$ cat src/rtl/usb_bus_monitor.sv
// USB full-speed bus monitor: synchronises D+/D-, tracks the bus condition
// (active, bus reset, suspend, resume, remote wakeup) and flags entry events.
module usb_bus_monitor #(
   parameter int unsigned SUSPEND_CYCLES      = 144000,
   parameter int unsigned RESUME_FILTER       = 48,
   parameter int unsigned WAKEUP_HOLDOFF      = 96000,
   parameter int unsigned WAKEUP_DRIVE_CYCLES = 96000
) (
   input  logic       clk,
   input  logic       reset,
   input  logic       usb_p_rx,
   input  logic       usb_n_rx,
   input  logic       usb_reset,
   input  logic       remote_wakeup_req,
   output logic [1:0] line_state,
   output logic [2:0] bus_state,
   output logic       suspended,
   output logic       bus_reset_pulse,
   output logic       resume_pulse,
   output logic       wakeup_drive_k
);

   localparam int unsigned CW = 18;
   localparam logic [CW-1:0] IDLE_LAST  = CW'(SUSPEND_CYCLES - 1);
   localparam logic [CW-1:0] KFLT_LAST  = CW'(RESUME_FILTER - 1);
   localparam logic [CW-1:0] HOLD_MAX   = CW'(WAKEUP_HOLDOFF);
   localparam logic [CW-1:0] DRIVE_LAST = CW'(WAKEUP_DRIVE_CYCLES - 1);

   typedef enum logic [2:0] {
      ST_ACTIVE    = 3'd0,
      ST_BUS_RESET = 3'd1,
      ST_SUSPEND   = 3'd2,
      ST_RESUME    = 3'd3,
      ST_WAKEUP    = 3'd4
   } state_e;

   state_e          state_q, state_d;
   logic            p_meta_q, p_sync_q, n_meta_q, n_sync_q;
   logic [CW-1:0]   idle_q, idle_d;
   logic [CW-1:0]   hold_q, hold_d;
   logic [CW-1:0]   kflt_q, kflt_d;
   logic [CW-1:0]   drive_q, drive_d;
   logic            eop_q, eop_d;
   logic            suspended_q, suspended_d;
   logic            bus_reset_pulse_q, bus_reset_pulse_d;
   logic            resume_pulse_q, resume_pulse_d;
   logic            wakeup_drive_k_q, wakeup_drive_k_d;
   logic            ls_se0, ls_j, ls_k, host_resume;

   assign line_state      = {n_sync_q, p_sync_q};
   assign bus_state       = state_q;
   assign suspended       = suspended_q;
   assign bus_reset_pulse = bus_reset_pulse_q;
   assign resume_pulse    = resume_pulse_q;
   assign wakeup_drive_k  = wakeup_drive_k_q;

   assign ls_se0      = (line_state == 2'b00);
   assign ls_j        = (line_state == 2'b01);
   assign ls_k        = (line_state == 2'b10);
   assign host_resume = ls_k && (kflt_q == KFLT_LAST);

   // Two-flop synchronisers for the asynchronous receiver pins
   always_ff @(posedge clk or posedge reset) begin
      if (reset) begin
         p_meta_q <= 1'b0;
         p_sync_q <= 1'b0;
         n_meta_q <= 1'b0;
         n_sync_q <= 1'b0;
      end else begin
         p_meta_q <= usb_p_rx;
         p_sync_q <= p_meta_q;
         n_meta_q <= usb_n_rx;
         n_sync_q <= n_meta_q;
      end
   end

   // State, counters and registered outputs
   always_ff @(posedge clk or posedge reset) begin
      if (reset) begin
         state_q           <= ST_ACTIVE;
         idle_q            <= '0;
         hold_q            <= '0;
         kflt_q            <= '0;
         drive_q           <= '0;
         eop_q             <= 1'b0;
         suspended_q       <= 1'b0;
         bus_reset_pulse_q <= 1'b0;
         resume_pulse_q    <= 1'b0;
         wakeup_drive_k_q  <= 1'b0;
      end else begin
         state_q           <= state_d;
         idle_q            <= idle_d;
         hold_q            <= hold_d;
         kflt_q            <= kflt_d;
         drive_q           <= drive_d;
         eop_q             <= eop_d;
         suspended_q       <= suspended_d;
         bus_reset_pulse_q <= bus_reset_pulse_d;
         resume_pulse_q    <= resume_pulse_d;
         wakeup_drive_k_q  <= wakeup_drive_k_d;
      end
   end

   // Next-state, counter updates and output decode; bus reset overrides all
   always_comb begin
      state_d = state_q;
      idle_d  = idle_q;
      hold_d  = hold_q;
      kflt_d  = kflt_q;
      drive_d = drive_q;
      eop_d   = eop_q;

      if (usb_reset) begin
         state_d = ST_BUS_RESET;
      end else begin
         case (state_q)
            ST_BUS_RESET: state_d = ST_ACTIVE;
            ST_ACTIVE: begin
               if (!ls_j) begin
                  idle_d = '0;
               end else if (idle_q == IDLE_LAST) begin
                  state_d = ST_SUSPEND;
                  hold_d  = '0;
                  kflt_d  = '0;
               end else begin
                  idle_d = idle_q + CW'(1);
               end
            end
            ST_SUSPEND: begin
               if (hold_q != HOLD_MAX) hold_d = hold_q + CW'(1);
               kflt_d = ls_k ? kflt_q + CW'(1) : '0;
               if (host_resume) begin
                  state_d = ST_RESUME;
                  eop_d   = 1'b0;
               end else if (remote_wakeup_req && (hold_q == HOLD_MAX)) begin
                  state_d = ST_WAKEUP;
                  drive_d = '0;
               end
            end
            ST_WAKEUP: begin
               if (drive_q == DRIVE_LAST) begin
                  state_d = ST_RESUME;
                  eop_d   = 1'b0;
               end else begin
                  drive_d = drive_q + CW'(1);
               end
            end
            ST_RESUME: begin
               if (ls_se0) begin
                  eop_d = 1'b1;
               end else if (ls_j) begin
                  if (eop_q) begin
                     state_d = ST_ACTIVE;
                  end else begin
                     state_d = ST_SUSPEND;
                     hold_d  = '0;
                     kflt_d  = '0;
                  end
               end
            end
            default: state_d = ST_ACTIVE;
         endcase
      end

      // Idle run only means something while active; any other state restarts it
      if (state_q != ST_ACTIVE) idle_d = '0;

      suspended_d       = (state_d == ST_SUSPEND);
      wakeup_drive_k_d  = (state_d == ST_WAKEUP);
      bus_reset_pulse_d = (state_d == ST_BUS_RESET) && (state_q != ST_BUS_RESET);
      resume_pulse_d    = (state_q == ST_SUSPEND) && (state_d == ST_RESUME);
   end

endmodule

$ cat config.mk
export PLATFORM = sky130hd
export DESIGN_NAME = usb_bus_monitor
export DESIGN_NICKNAME = d
export VERILOG_FILES = /design/src/rtl/usb_bus_monitor.sv
export SDC_FILE = /design/constraint.sdc
export NUM_CORES = 1
export LEC_CHECK = 0
export CAP_MARGIN = 40
export CORE_ASPECT_RATIO = 0.9
export CORE_MARGIN = 2
export CORE_UTILIZATION = 45
export DETAILED_ROUTE_END_ITERATION = 12
export SETUP_SLACK_MARGIN = 0.3
export SYNTH_ARGS = -nofsm -noshare
export SYNTH_HDL_FRONTEND = slang
export SYNTH_SLANG_ARGS = --single-unit
$ cat constraint.sdc
create_clock -name clk -period 3.3 [get_ports clk]
set_input_delay 0.495 -clock clk [delete_from_list [all_inputs] [get_ports clk]]
set_output_delay 0.495 -clock clk [all_outputs]
set_load 0.01 [all_outputs]
## After elaboration in Yosys (flattened, before gate mapping)

Index checks and enable logic that the tools add are counted.

- Flip-flop bits (word level): 84
- Latch bits: 0
- RAM bits: 0
- Memory bits (read-only): 0
- Input bits: 6
- Output and inout bits: 9
- Memories kept: 0

- Add/subtract/negate cells: 4
- $mul: 0
- Divide/modulo/power cells: 0
- Magnitude comparators: 0
- Eq/ne operators: 29
- Shift operators: 0
- Mux-type cells: 32
- Bitwise logic cells: 1
- Reduce and logical (&&, ||, !) cells: 16

Operator list:

| cell | count |
|---|---|
| $mux W18 | 15 |
| $pmux W18 S3 | 2 |
| $add A18 B1 Y18 const B | 4 |
| $eq A18 B17 Y1 const B | 2 |
| $pmux W18 S2 | 1 |
| $mux W3 | 8 |
| $ne A2 B2 Y1 const B | 12 |
| $eq A18 B18 Y1 const B | 1 |
| $eq A18 B6 Y1 const B | 1 |
| $ne A18 B17 Y1 const B | 1 |
| $eq A3 B2 Y1 const B | 4 |
| $pmux W3 S4 | 1 |
| $reduce_and A5 Y1 | 2 |
| $reduce_bool A3 Y1 | 3 |
| $reduce_and A8 Y1 | 1 |
| $reduce_and A7 Y1 | 1 |
| $eq A3 B3 Y1 const B | 2 |
| $logic_and A1 B1 Y1 | 4 |
| $reduce_bool A2 Y1 | 2 |
| $eq A3 B1 Y1 const B | 1 |
| $logic_not A3 Y1 | 1 |
| $mux W1 | 3 |
| $ne A3 B1 Y1 const B | 1 |
| $ne A3 B2 Y1 const B | 1 |
| other kinds (8) | 8 |

## Depth between registers and ports, before layout

- Depth in word-level cells: 8
- Mapped depth: 9

## Worst setup path after synthesis

OpenSTA, ideal clock, no wires.

- Kind: register to register
- Start point: register state_q[2] (netlist: bus_state[2])
- End point: register drive_q[12]
- Data arrival time: 2.289 ns
- Data required time: 3.222 ns
- Setup slack: 0.934 ns
- Cell stages (with the launch flop): 8
- Path buffers: 1
- Cell sequence: dfrtp_1 > buf_2 > or3b_4 > nor4_4 > o211ai_4 > a21o_1 > or4_1 > a21oi_1

- Longest elaborated chain between the ends: 3

RTL lines:

| what | RTL line | RTL |
|---|---|---|
| from (decl) | 37 | `state_e state_q, state_d;` |
| from (signal assigned) | 91 | `state_q <= state_d;` |
| $eq A3 B3 Y1 or $eq A3 B2 Y1 (tied branches) | 116 | `case (state_q)` |
| $ne A2 B2 Y1 (no source line) or $reduce_bool A2 Y1 (tied branches) | - |  |
| $reduce_and A5 Y1 (no source line) | - |  |
| to (signal assigned) | 95 | `drive_q <= drive_d;` |
| to (decl) | 42 | `logic [CW-1:0] drive_q, drive_d;` |

Several ways; a longest one is shown, not always the timed one.
A chain may end at the register's enable or synchronous reset.

## Worst setup path after layout

Ends and elaborated chain as after synthesis.

==> impl_summary.txt <==
----------------------------------------------------
[Logic synthesis]
  Count of different cell masters after synthesis ... 49
  Average cell area after synthesis ... 8.67 um^2
  Number of register bits inferred by synthesis ... 84
  Dominant synthesized flop cell ... dfrtp_1
  Count of flip-flops with a built-in enable after synthesis ... 0
  Fraction of synthesis flops using an asynchronous set or reset pin ... 100%
  Most area-hungry cell type in the Yosys netlist ... dfrtp_1
  Synthesized netlist net count ... 542
  Synth top cells by count ... dfrtp_1 (84), o21ai_0 (70), nor2_1 (54)
  Most common cell in the netlist ... dfrtp_1
  Part of the Yosys area used for sequential elements ... 45.7%
  Cell types with the largest area share after synthesis ... dfrtp_1 (46%), o21ai_0 (7.6%), nor2_1 (4.4%)
  Instance count of the mapped netlist ... 531
  Area share of the leading cell type in the synthesized netlist ... 45.7%
  Synth Cell Area ... 0.00460 mm^2
  Synth Warn # ... 0

[Floorplanning]
  Total I/O pin count ... 15
  Initial core utilization ... 45.5%
  Placeable Area ... 0.0101 mm^2
  Die area ... 0.0111 mm^2
  Chip width ... ~110 um
  Num rows ... 35
  Die Y ... 100 um

[Placed design]
  Placed Instance Area ... 0.00489 mm^2
  Final Wtd Congestion ... 0.882
  Detailed placement HPWL ... roughly 7000 um
  Worst setup timing slack at the placement stage ... 0.577 ns
  Number of port buffers ... 14
  Dpl cells ... 660

[Outcome]
  Result of the run ... complete, no violations

[CTS]
  TritonCTS Buffers ... 9
  Number of H-tree levels ... 3
  Number of clock sinks ... 84
  Clock root buffer ... clkbuf_16
  Hold bufs inserted after CTS ... 0
  Clock edge transition at the registers on the reported setup and hold paths ... ~0.06 ns
  # resized after CTS ... 0
  Source-to-sink clock delay at the later pin of the worst-skew pair ... 0.34 ns
  Number of buffers on the longest clock path ... 2
  Post CTS Setup Buffer Count ... 0
  Clock tree from TritonCTS ... yes

[Detailed routing]
  Ratio of routed vias to standard cells ... 5.82
  Remaining antenna violation count ... 0
  Mean routed wirelength per cell ... 15.6 um
  Via count ... a little under 4000
  Number of iterations in the first detailed-routing pass ... 4
  DRC marker count from the first detailed-route iteration ... 225
  Number of remaining DRC errors ... 0
  Total length of routed wires ... 10500 um

[STA]
  Setup violators final ... 0
  Setup Total Neg Slack ... 0 ns
  Unrepaired setup endpoints after global routing ... false
  Upper clock frequency limit ... 367 MHz
  Worst setup skew after layout ... 0.00532 ns
  Final count of pins violating max slew ... 0
  Final count of hold timing violations ... 0
  Clock period minus final worst setup slack ... 2.72 ns
  Final worst-path setup slack ... 0.578 ns
  Slew HR ... 46.9%
  Share of the clock period used by the worst path ... 82.5%
  Measured slew at the worst slew-check pin ... ~0.79 ns

[Critical path]
  Critical Path Stages ... 6
  Reg-to-reg setup timing slack ... 0.58 ns
  CP bufs+invs ... 0
  Worst path slowest cell ... or3b_4
  Nature of the critical path startpoint ... flop
  Maximum fanout along the worst path ... 21
  Critical Path AT ... roughly 3.0 ns
  CP peak stage delay ... roughly 0.57 ns
  Depth of the most critical reg-to-reg path ... 6
  Worst R2R Start ... bus_state[2]
  Data required time at the worst endpoint ... 3.56 ns
  Startpoint of the worst setup timing path ... bus_state[2]
  Worst setup path endpoint ... drive_q[12]
  Critical path, cell by cell ... or3b_4, nor4_4, o211ai_4, a21o_1, or4_1, a21oi_1
  Kind of cell with the highest combined delay on the critical path ... simple AND/OR/NAND/NOR gates
  Reg-to-Reg End ... drive_q[12]
  Kind of critical path ... flop to flop
  Setup crit end kind ... flop

[Global routing]
  Global-route wire length before repair ... 18400 um
  Maximum number of pins on one net before global-route repair ... 45
  Antenna violations before repair ... 0
  GRT Total Usage ... 20.2%
  Number of global-route vias before repair ... 3810
  GR met2 Demand/Resource ... 32.8%
  Grt met3 use ... 4.23%
  GR Overflow Total ... 0
  Global routing usage on met1 ... between 20% and 30%
  Busiest grt layer ... met2

[Final layout]
  Layout net count ... between 500 and 600
  Sequential cell area ... 0.00210 mm^2
  Count of fill cells added during filler insertion ... approximately 900
  Layout Cells excl Fill ... 674
  Layout overhead on the synthesized area ... 12.6%
  Area of combinational cells with multiple inputs ... 0.00236 mm^2
  Inserted Diodes ... 0
  Share of layout cells above drive strength 1 ... under 10%
  Cell area after layout ... just over 0.005 mm^2

[Power and ir drop]
  Power density over the cells ... 411 mW/mm^2
  Maximum vdd ir drop ... about 0.29 mV
  Leakage dissipation ... 2.08 nW

[Worst hold path]
  Class of the worst hold path ... flop to flop

[Job]
  Max-capacitance violation count ... 0

----------------------------------------------------
==> worst register-to-register path, stage by stage, from the launching register on <==
cell and delay [ns]:
dfrtp_1 0.49, or3b_4 0.58, nor4_4 0.34, o211ai_4 0.17
a21o_1 0.37, or4_1 0.55, a21oi_1 0.15
==> per-stage QoR <==
stage / power, mW / util, % / hold WS [ns]
after global routing: 2.21 / 51.2 / 0.365
after detailed placement: 1.15 / 48.3 / 0.338
after global placement: 1.15 / 48.3 / 0.338
after CTS: 2.16 / 51.2 / 0.352
final: 2.13 / 51.2 / 0.351
after floorplan: 1.11 / - / 0.331
==> registers in the layout, indices dropped and copies added, names as in the netlist <==
name / flops
bus_reset_pulse: 1
bus_state: 3
drive_q: 18
eop_q: 1
hold_q: 18
idle_q: 18
kflt_q: 18
n_meta_q: 1
n_sync_q: 1
p_meta_q: 1
p_sync_q: 1
resume_pulse: 1
suspended: 1
wakeup_drive_k: 1
==> placed cells by master (no fill, tap or decap), drive strengths merged, types with 4 or more instances in the layout <==
cell,instances
dfrtp,84
xnor2,13
inv,12
or2,6
nand3b,4
ha,5
clkdlybuf4s50,14
and3,15
or3,6
and4,5
o31ai,18
nand4,16
nor3b,7
a21oi,24
nand3,30
nand2,51
buf,9
nand2b,9
nor3,13
a31oi,10
clkbuf,12
and2,8
o21ai,72
nor4,14
nor2,54
==> how the worst min path moves through the flow <==
| stage | startpoint | slack (ns) | cells past startpoint | to |
|---|---|---|---|---|
| finish | p_meta_q | 0.35 | 0 | p_sync_q |
| global route | n_meta_q | 0.36 | 0 | n_sync_q |
| CTS | p_meta_q | 0.35 | 0 | p_sync_q |
| detailed placement | p_meta_q | 0.34 | 0 | p_sync_q |
| global placement | p_meta_q | 0.34 | 0 | p_sync_q |
| floorplan | n_meta_q | 0.33 | 0 | n_sync_q |
==> power by group <==
| group | internal [mW] | total [mW] | switching [mW] | leakage, nW |
|---|---|---|---|---|
| Sequential | 1.04 | 1.05 | 0.0107 | 1.15 |
| Clock | 0.618 | 1.00 | 0.384 | 0.145 |
| Combinational | 0.0252 | 0.0765 | 0.0513 | 0.792 |
| Total | 1.68 | 2.13 | 0.446 | 2.08 |
==> final cells by class <==
class,instances,share of cell area (%)
multi-input combinational,411,45.5
tap,129,3.12
timing repair buffer,23,4.25
clock buffer,12,4.95
clock inverter,2,0.676
inverter,13,0.966
sequential,84,40.6
==> per-layer routing <==
| metal | routed length [um] | vias to the layer above |
|---|---|---|
| met4 | 156 | 0 |
| met3 | 354 | 15 |
| li1 | - | 1952 |
| met2 | 4790 | 64 |
| met5 | 0 | - |
| met1 | 5240 | 1891 |
==> logic make-up after synthesis <==
family,Yosys count,synth area share [%]
xor+xnor,14,2.66
compound gates,139,17.7
buf+inv,36,3.15
fa+ha+maj,5,1.36
mux,3,0.680
simple gates,250,28.8
flops,84,45.7
No activity file was read; power rests on OpenSTA's default activity.
